--- config.mk ---
export PLATFORM = sky130hd
export DESIGN_NAME = dvp_frame_tx
export DESIGN_NICKNAME = d
export VERILOG_FILES = /design/src/rtl/dvp_pkg.sv /design/src/rtl/dvp_timing_gen.sv /design/src/rtl/dvp_frame_tx.sv
export SDC_FILE = /design/constraint.sdc
export NUM_CORES = 1
export LEC_CHECK = 0
export CAP_MARGIN = 30
export CELL_PAD_IN_SITES_DETAIL_PLACEMENT = 0
export CELL_PAD_IN_SITES_GLOBAL_PLACEMENT = 1
export CORE_MARGIN = 3
export CORE_UTILIZATION = 41
export DETAILED_ROUTE_END_ITERATION = 12
export PLACE_DENSITY = 0.89
export SYNTH_ARGS = -nofsm -noshare
export SYNTH_HDL_FRONTEND = slang
export SYNTH_SLANG_ARGS = --single-unit
--- constraint.sdc ---
create_clock -name iCLK -period 2.14 [get_ports iCLK]
set_clock_uncertainty 0.15 [all_clocks]
set_input_delay 0.321 -clock iCLK [delete_from_list [all_inputs] [get_ports iCLK]]
set_output_delay 0.321 -clock iCLK [all_outputs]
set_load 0.02 [all_outputs]
--- src/rtl/dvp_pkg.sv ---
// Shared definitions for the DVP frame transmitter: FSM states, default 640x480 timing
// and a small helper used to size the line counter.
package dvp_pkg;

  typedef enum logic [2:0] {
    IDLE   = 3'd0,
    SYNC   = 3'd1,
    BACK   = 3'd2,
    ACTIVE = 3'd3,
    FRONT  = 3'd4
  } state_e;

  localparam int DEF_H_ACT   = 640;
  localparam int DEF_H_BLANK = 144;
  localparam int DEF_V_SYNC  = 3;
  localparam int DEF_V_BACK  = 17;
  localparam int DEF_V_ACT   = 480;
  localparam int DEF_V_FRONT = 10;

  function automatic int max4(input int a, input int b, input int c, input int d);
    int m;
    m = a;
    if (b > m) m = b;
    if (c > m) m = c;
    if (d > m) m = d;
    return m;
  endfunction

endpackage

--- src/rtl/dvp_timing_gen.sv ---
// Horizontal/line counter pair for the DVP transmitter. Counters run in every non-IDLE
// state; the line counter restarts whenever the FSM moves to its next state.
module dvp_timing_gen
  import dvp_pkg::*;
#(
  parameter int H_ACT   = DEF_H_ACT,
  parameter int H_BLANK = DEF_H_BLANK,
  parameter int V_SYNC  = DEF_V_SYNC,
  parameter int V_BACK  = DEF_V_BACK,
  parameter int V_ACT   = DEF_V_ACT,
  parameter int V_FRONT = DEF_V_FRONT
) (
  input  logic   clk,
  input  logic   rst_n,
  input  state_e state,
  output logic   line_end,
  output logic   seg_last,
  output logic   frame_end,
  output logic   active_win,
  output logic   h_odd
);

  localparam int LINE = 2 * H_ACT + H_BLANK;
  localparam int HW   = $clog2(LINE);
  localparam int VMAX = max4(V_SYNC, V_BACK, V_ACT, V_FRONT);
  localparam int VW   = (VMAX > 1) ? $clog2(VMAX) : 1;

  logic [HW-1:0] h_cnt_q, h_cnt_d;
  logic [VW-1:0] v_cnt_q, v_cnt_d;
  logic [VW-1:0] last_line;

  always_comb begin
    last_line = '0;
    case (state)
      SYNC:    last_line = VW'(V_SYNC - 1);
      BACK:    last_line = VW'(V_BACK - 1);
      ACTIVE:  last_line = VW'(V_ACT - 1);
      FRONT:   last_line = VW'(V_FRONT - 1);
      default: last_line = '0;
    endcase
  end

  assign line_end   = (h_cnt_q == HW'(LINE - 1));
  assign seg_last   = (v_cnt_q == last_line);
  assign frame_end  = line_end && seg_last && (state == FRONT);
  assign active_win = (state == ACTIVE) && ({1'b0, h_cnt_q} < (HW + 1)'(2 * H_ACT));
  assign h_odd      = h_cnt_q[0];

  // The line counter only advances below the last line of the current state, so it never overflows.
  always_comb begin
    h_cnt_d = h_cnt_q;
    v_cnt_d = v_cnt_q;
    if (state == IDLE) begin
      h_cnt_d = '0;
      v_cnt_d = '0;
    end else if (line_end) begin
      h_cnt_d = '0;
      v_cnt_d = seg_last ? '0 : v_cnt_q + 1'b1;
    end else begin
      h_cnt_d = h_cnt_q + 1'b1;
    end
  end

  always_ff @(posedge clk or negedge rst_n) begin
    if (!rst_n) begin
      h_cnt_q <= '0;
      v_cnt_q <= '0;
    end else begin
      h_cnt_q <= h_cnt_d;
      v_cnt_q <= v_cnt_d;
    end
  end

endmodule

--- src/rtl/dvp_frame_tx.sv ---
// DVP frame transmitter: frame FSM, RGB565-to-byte multiplexer and sticky underflow flag.
// Pixel bytes leave high byte first, one clock after the pixel is accepted.
module dvp_frame_tx
  import dvp_pkg::*;
#(
  parameter int H_ACT   = DEF_H_ACT,
  parameter int H_BLANK = DEF_H_BLANK,
  parameter int V_SYNC  = DEF_V_SYNC,
  parameter int V_BACK  = DEF_V_BACK,
  parameter int V_ACT   = DEF_V_ACT,
  parameter int V_FRONT = DEF_V_FRONT
) (
  input  logic        iCLK,
  input  logic        iRST,
  input  logic        iEN,
  input  logic [15:0] iPIX_DATA,
  input  logic        iPIX_VALID,
  output logic        oPIX_READY,
  output logic        oVSYNC,
  output logic        oHREF,
  output logic [7:0]  oDATA,
  output logic        oSOF,
  output logic        oUNDERFLOW
);

  state_e     state_q, state_d;
  logic       line_end, seg_last, frame_end, active_win, h_odd;
  logic       pix_ready;
  logic       vsync_q, vsync_d, sof_q, sof_d, href_q, href_d, und_q, und_d;
  logic [7:0] data_q, data_d, lo_q, lo_d;

  dvp_timing_gen #(
    .H_ACT(H_ACT), .H_BLANK(H_BLANK), .V_SYNC(V_SYNC),
    .V_BACK(V_BACK), .V_ACT(V_ACT), .V_FRONT(V_FRONT)
  ) u_timing (
    .clk        (iCLK),
    .rst_n      (iRST),
    .state      (state_q),
    .line_end   (line_end),
    .seg_last   (seg_last),
    .frame_end  (frame_end),
    .active_win (active_win),
    .h_odd      (h_odd)
  );

  // Handshake: a pixel transfers on any clock where oPIX_READY is high; a low
  // iPIX_VALID there is not a stall -- timing continues and a zero pixel is sent.
  assign pix_ready = active_win && !h_odd;

  always_comb begin
    state_d = state_q;
    case (state_q)
      IDLE:    if (iEN) state_d = SYNC;
      SYNC:    if (line_end && seg_last) state_d = BACK;
      BACK:    if (line_end && seg_last) state_d = ACTIVE;
      ACTIVE:  if (line_end && seg_last) state_d = FRONT;
      FRONT:   if (frame_end) state_d = iEN ? SYNC : IDLE;
      default: state_d = IDLE;
    endcase
  end

  always_comb begin
    vsync_d = (state_d == SYNC);
    sof_d   = (state_d == SYNC) && (state_q != SYNC);
    href_d  = active_win;
    lo_d    = lo_q;
    data_d  = 8'h00;
    und_d   = und_q;
    if (pix_ready) begin
      data_d = iPIX_VALID ? iPIX_DATA[15:8] : 8'h00;
      lo_d   = iPIX_VALID ? iPIX_DATA[7:0]  : 8'h00;
      und_d  = und_q | !iPIX_VALID;
    end else if (active_win) begin
      data_d = lo_q;
    end
  end

  always_ff @(posedge iCLK or negedge iRST) begin
    if (!iRST) begin
      state_q <= IDLE;
      vsync_q <= 1'b0;
      sof_q   <= 1'b0;
      href_q  <= 1'b0;
      data_q  <= 8'h00;
      lo_q    <= 8'h00;
      und_q   <= 1'b0;
    end else begin
      state_q <= state_d;
      vsync_q <= vsync_d;
      sof_q   <= sof_d;
      href_q  <= href_d;
      data_q  <= data_d;
      lo_q    <= lo_d;
      und_q   <= und_d;
    end
  end

  assign oPIX_READY = pix_ready;
  assign oVSYNC     = vsync_q;
  assign oSOF       = sof_q;
  assign oHREF      = href_q;
  assign oDATA      = data_q;
  assign oUNDERFLOW = und_q;

endmodule

# Word-level counts from Yosys, hierarchy flattened
# Index checks and enable logic that the tools add are counted.
# classes
mux	17
n_mul	0
n_lt_le_gt_ge	1
div_mod_pow	0
n_bitwise	1
shifts	0
reduce_logical	9
addsub	2
n_eq_ne	8
# op_table
cell	n
9-bit one-hot mux with 4 select lines	1
8-bit 2-to-1 mux	4
9-bit 2-to-1 mux	3
11-bit 2-to-1 mux	2
3-bit 2-to-1 mux	5
3-bit one-hot mux with 5 select lines	1
11-bit by 1-bit adder with 11-bit output (second input constant)	1
11-bit == test (second input constant)	1
11-bit less-than comparator (second input constant)	1
9-bit by 1-bit adder with 9-bit output (second input constant)	1
9-bit == test	1
3-bit by 1-bit == test with 1-bit output (second input constant)	2
3-bit by 2-bit == test with 1-bit output (second input constant)	2
1-bit logical AND	5
3-bit == test (second input constant)	1
3-bit zero test	1
3-bit by 1-bit inequality test with 1-bit output (second input constant)	1
1-bit zero test	2
2-bit nonzero test	1
1-bit 2-to-1 mux	1
1-bit OR	1
# totals
word_cells	47
romBits	0
latchBits	0
ramBits	0
ff_bits	43
memories	0

# Logic depth before layout (Yosys ltp)
# logic_depth
ltp_word	9
mapped_depth	8
ltp_nobuf	7

# Cells and area by module
# From an unflattened synthesis, not the netlist that was laid out.
# unflattened
cells_unflattened	211
area_unflattened_um2	2120.8
# modules_own_cells
module	cells_each	seq_area_each_um2	area_per_inst_um2	instances
dvp_timing_gen	123	500.5	1166.1	1
dvp_frame_tx	88	575.6	954.7	1

# Least setup slack after synthesis
# Ideal clock, no wire load.
# synth_timing
kind	reg2reg
start	reg u_timing.h_cnt_q[0]
end	reg vsync_q, in the netlist oVSYNC
t_required_ps	1868
stages_incl_launch_ff	9
synth_period_minus_slack_ps	1857
path_slack_ps	283
arrival_ps	1585
setup_ps	122
path_cell_list	dfrtp_1 > ha_1 > and3_1 > nand3_1 > nor3_1 > and3_1 > buf_4 > nand2b_4 > nor3b_2
# synth_via
elab_chain_len	6
# synth_rtl
element	line_no	source
start: declaration	dvp_timing_gen.sv:28	logic [HW-1:0] h_cnt_q, h_cnt_d;
start signal: assignment	dvp_timing_gen.sv:69	h_cnt_q <= h_cnt_d;
11-bit == test (*)	dvp_timing_gen.sv:43	assign line_end = (h_cnt_q == HW'(LINE - 1));
1-bit logical AND (*)	n/a	
1-bit logical AND	dvp_timing_gen.sv:45	assign frame_end = line_end && seg_last && (state == FRONT);
3-bit 2-to-1 mux	dvp_frame_tx.sv:57	FRONT: if (frame_end) state_d = iEN ? SYNC : IDLE;
3-bit one-hot mux with 5 select lines (*)	dvp_frame_tx.sv:52	case (state_q)
3-bit by 1-bit == test with 1-bit output (*)	dvp_frame_tx.sv:63	vsync_d = (state_d == SYNC);
named net vsync_d	dvp_frame_tx.sv:29	logic vsync_q, vsync_d, sof_q, sof_d, href_q, href_d, und_q, und_d;
end signal: assignment	dvp_frame_tx.sv:89	vsync_q <= vsync_d;
end: declaration	dvp_frame_tx.sv:29	
# The timed path passes the listed nets; every way through them passes the cells marked *.
# A chain may end at the register's enable or synchronous reset.

# Worst setup path in the final report
# layout_timing
start	reg state_q[2]
end	reg state_q[2]
# layout_via
elab_chain_len	7
# layout_rtl
element	line_no	source
start: declaration	dvp_frame_tx.sv:26	state_e state_q, state_d;
start signal: assignment	dvp_frame_tx.sv:88	state_q <= state_d;
3-bit == test, or another cell as far along	dvp_timing_gen.sv:34, dvp_timing_gen.sv:45, dvp_frame_tx.sv:52	
9-bit one-hot mux with 4 select lines	dvp_timing_gen.sv:34	case (state)
9-bit == test	dvp_timing_gen.sv:44	assign seg_last = (v_cnt_q == last_line);
1-bit logical AND	n/a	
1-bit logical AND	dvp_timing_gen.sv:45	
3-bit 2-to-1 mux	dvp_frame_tx.sv:57	
3-bit one-hot mux with 5 select lines (*)	dvp_frame_tx.sv:52	
named net state_d[2]	dvp_frame_tx.sv:26	
# Marked as above.

==> impl_metrics.py <==
metrics = {
    "worst_hold_path": {
        "hp-class": "reg -> reg",
        "whs_path_depth": 2,
        "min_from": "lo_q[6]",
        "min_to": "lo_q[6]",
    },
    "worst_setup_path": {
        "crit_type": "reg -> reg",
        "slowest_stage": "dfrtp_1",
        "max_stage_delay_ns": 0.38,
        "crit_chain": "and3b_1, buf_4, mux2i_1, nor3_2, and3_2, nand2b_4, o31ai_2",
        "cp_max_fo": 6,
        "cp.required_ns": 2.19,
        "cp-end-kind": "register",
        "cp_data_arrival_time_ns": 2.01,
        "r2r_slack_ns": 0.18,
        "crit_buf_inv": 1,
        "crit_family": "simple AND/OR/NAND/NOR gates",
        "r2r_cells": 7,
        "r2r-end": "state_q[2]",
        "crit_path_start_kind": "register",
        "r2r_start": "state_q[2]",
    },
    "power": {
        "p_leak_nw": 1.206,
        "power-per-cell-area_nw_per_um2": 573.2,
        "total_power_mw": 1.528,
        "ir_worst_vdd_v": 0.0003064,
    },
    "drt": {
        "drc": 0,
        "ant_nets": 0,
        "via_per_inst": 5.025,
        "wl_per_cell_um": 13.55,
        "drt_iter0_drc": 65,
        "wirelength_um": 4389,
        "first_pass_iters": 4,
        "vias": 1628,
    },
    "place": {
        "dpl_cell_area_um2": 2529,
        "globalplace.congestion": 0.7637,
        "dp_hpwl_um": 3180,
        "portBuffers": 32,
    },
    "global_route": {
        "grt_pass1_vias": 1697,
        "grt_antenna_before_repair": 0,
        "grt_usage": 0.1689,
        "overflow": 0,
        "grt_pass1_wl_um": 7879,
        "grt_max_degree": 44,
    },
    "cells_and_area": {
        "drive_gt1_frac": 0.1518,
        "fillers": 429,
        "syn_to_final_growth_pct": 28.78,
        "fin_nets": 278,
        "multi_input_area_um2": 935.9,
        "final_area_um2": 2665,
        "seq_area_um2": 1076,
        "n_antenna_cell": 0,
    },
    "floorplanning": {
        "die_h_um": 77.05,
        "initial_core_util": 0.4324,
        "fp.dieArea_um2": 5936,
        "io_pins": 33,
        "rows": 25,
        "die_w_um": 77.05,
        "coreArea_um2": 4786,
    },
    "synth": {
        "synth_edf_count": 0,
        "ys_types": 43,
        "dominantRegCellSynth": "dfrtp_1",
        "synth_top_area_cell": "dfrtp_1",
        "netlist_area_um2": 2069,
        "synth_top_area_frac": 0.5200,
        "yosysWarnings": 0,
        "synthCells": 209,
        "yosysSeqAreaShare": 0.5200,
        "ys_ff_latch": 43,
        "syn-num-nets": 231,
        "async_flop_share": 1.000,
        "synth_area_leaders": "dfrtp_1, nor2_1, nand2_1",
        "syn_area_per_cell_um2": 9.902,
    },
    "timing": {
        "max_freq_mhz": 509.1,
        "finalHoldViolations": 0,
        "period_share": 0.9179,
        "maxSlewViolCount": 0,
        "grt_setup_unrepaired": "false",
        "final-setup-viol-count": 0,
        "slew_headroom": 0.6454,
        "worst_slew_pin_slew_ns": 0.5319,
        "fin_crit_ns": 1.964,
        "setup_tns_ns": 0,
    },
    "clocking": {
        "cts.sinks": 43,
        "h-tree-depth": 2,
        "cts_buffers": 5,
        "cts_buffer_depth": 2,
        "tritoncts": "done",
        "clock_latency_ns": 0.30,
        "root_buffer": "clkbuf_8",
        "clk_pin_slew_ns": 0.08,
    },
    "job": {
        "cap_viol_max_count": 0,
    },
    "status": {
        "status": "finished clean",
    },
}
## synth_stat cells, types with 2 or more instances
cell type  number
nand3b_1        2
nand2b_4        2
nor2_1         32
dfrtp_1        43
nor3b_2         2
nand3_1        18
nor3_1          3
buf_2           3
xnor2_1         9
clkbuf_1        2
a22oi_1         7
nand2_1        31
inv_1           2
a21oi_1         4
ha_1            2
o21bai_1        2
nand4_1         3
nor2b_1         2
buf_4           2
xor2_1          8
and4_1          2
buf_6           2
and3_1          6
## per-layer routing
| layer | vias to the layer above | GRT usage | part of all wire |
|---|---|---|---|
| met5 | - | 0 | 0 |
| met4 | 0 | 0.09431 | 0.023 |
| met3 | 8 | 0.03638 | 0.039 |
| met2 | 36 | 0.2639 | 0.48 |
| met1 | 777 | 0.2171 | 0.46 |
| li1 | 807 | - | - |
## per-stage QoR
stage	hold WS (ns)	cells	util	setup slack [ns]
6_report	0.3211	324	0.5569	0.1757
5_1_grt	0.3702	324	0.5569	0.01730
4_1_cts	0.3243	324	0.5548	0.01478
3_5_place_dp	0.2870	315	0.5284	0.09365
3_3_place_gp	0.2858	315	0.5284	0.1201
2_1_floorplan	-0.1246	209	-	0.2830
## worst max-delay path by stage
| stage | startpoint | to | slack (ns) | cells after the start |
|---|---|---|---|---|
| after floorplan | u_timing.h_cnt_q[0] | oVSYNC | 0.28 | 8 |
| after global placement | state_q[2] | oPIX_READY | 0.12 | 5 |
| after detailed placement | state_q[2] | oPIX_READY | 0.09 | 5 |
| after CTS | state_q[2] | oPIX_READY | 0.01 | 5 |
| after global routing | u_timing.h_cnt_q[9] | u_timing.v_cnt_q[8] | 0.02 | 7 |
| final | state_q[2] | state_q[2] | 0.18 | 7 |
## flip-flops by register name, summed over array words and instances, names as in the netlist, 3 cells and up
name and cells:
state_q 3, oDATA 8, u_timing.v_cnt_q 9, lo_q 8
u_timing.h_cnt_q 11
## cell families (layout without fill, tap and decap cells)
family / Yosys count / after routing / share of synthesized area
and+or+nand+nor: 112 / 112 / 0.2775
DFF: 43 / 43 / 0.5200
AOI/OAI and AO/OA: 22 / 22 / 0.07920
xor gates and xnor gates: 17 / 17 / 0.07195
buffers and inverters: 12 / 60 / 0.03446
adders and majority gates: 2 / 2 / 0.01209
muxes: 1 / 1 / 0.004837
## power by group
group / total [mW] / switching [mW] / leakage (nW) / internal (mW)
Sequential: 0.813 / 0.000492 / 0.532 / 0.813
Combinational: 0.0614 / 0.0257 / 0.613 / 0.0357
Clock: 0.653 / 0.276 / 0.0612 / 0.378
## final cells by class
cell class                      count  area share
Clock buffer                        6     0.03099
Clock inverter                      2     0.01315
Inverter                            3    0.004225
Multi-Input combinational cell    154      0.3512
Sequential cell                    43      0.4038
Tap cell                           67     0.03146
Timing Repair Buffer               49      0.1653
## worst min-delay path, delay by kind of cell, from the launching register on
| family | cells | cell delay (ns) |
|---|---|---|
| DFF | 1 | 0.35 |
| and+or+nand+nor | 2 | 0.10 |
## placed cells by master (no fill, tap or decap), types with 2 or more instances in the layout
cell type | Yosys | routed
nand2_1 | 31 | 31
ha_1 | 2 | 2
nor2b_1 | 2 | 2
dfrtp_1 | 43 | 43
inv_1 | 2 | 2
nor3_1 | 3 | 2
xnor2_1 | 9 | 9
a22oi_1 | 7 | 7
nand2b_4 | 2 | 2
nand3b_1 | 2 | 2
nor2_1 | 32 | 32
and3_1 | 6 | 5
nor3_2 | 1 | 2
buf_4 | 2 | 16
xor2_1 | 8 | 8
nand4_1 | 3 | 3
a21oi_1 | 4 | 4
and4_1 | 2 | 2
nor3b_2 | 2 | 2
o21bai_1 | 2 | 2
nand3_1 | 18 | 18
clkdlybuf4s50_1 | 0 | 30
clkbuf_8 | 0 | 6
## repair_timing
action / CTS / global route
setup endpoints to repair: 1 / 12
resized for setup: 1 / 5
endpoints found under the hold margin: 43 / 0
pin swaps: 0 / 1
hold buffers: 1 / 0
buffers inserted: 0 / 0
Note: power is estimated with default switching activity, not from simulation.
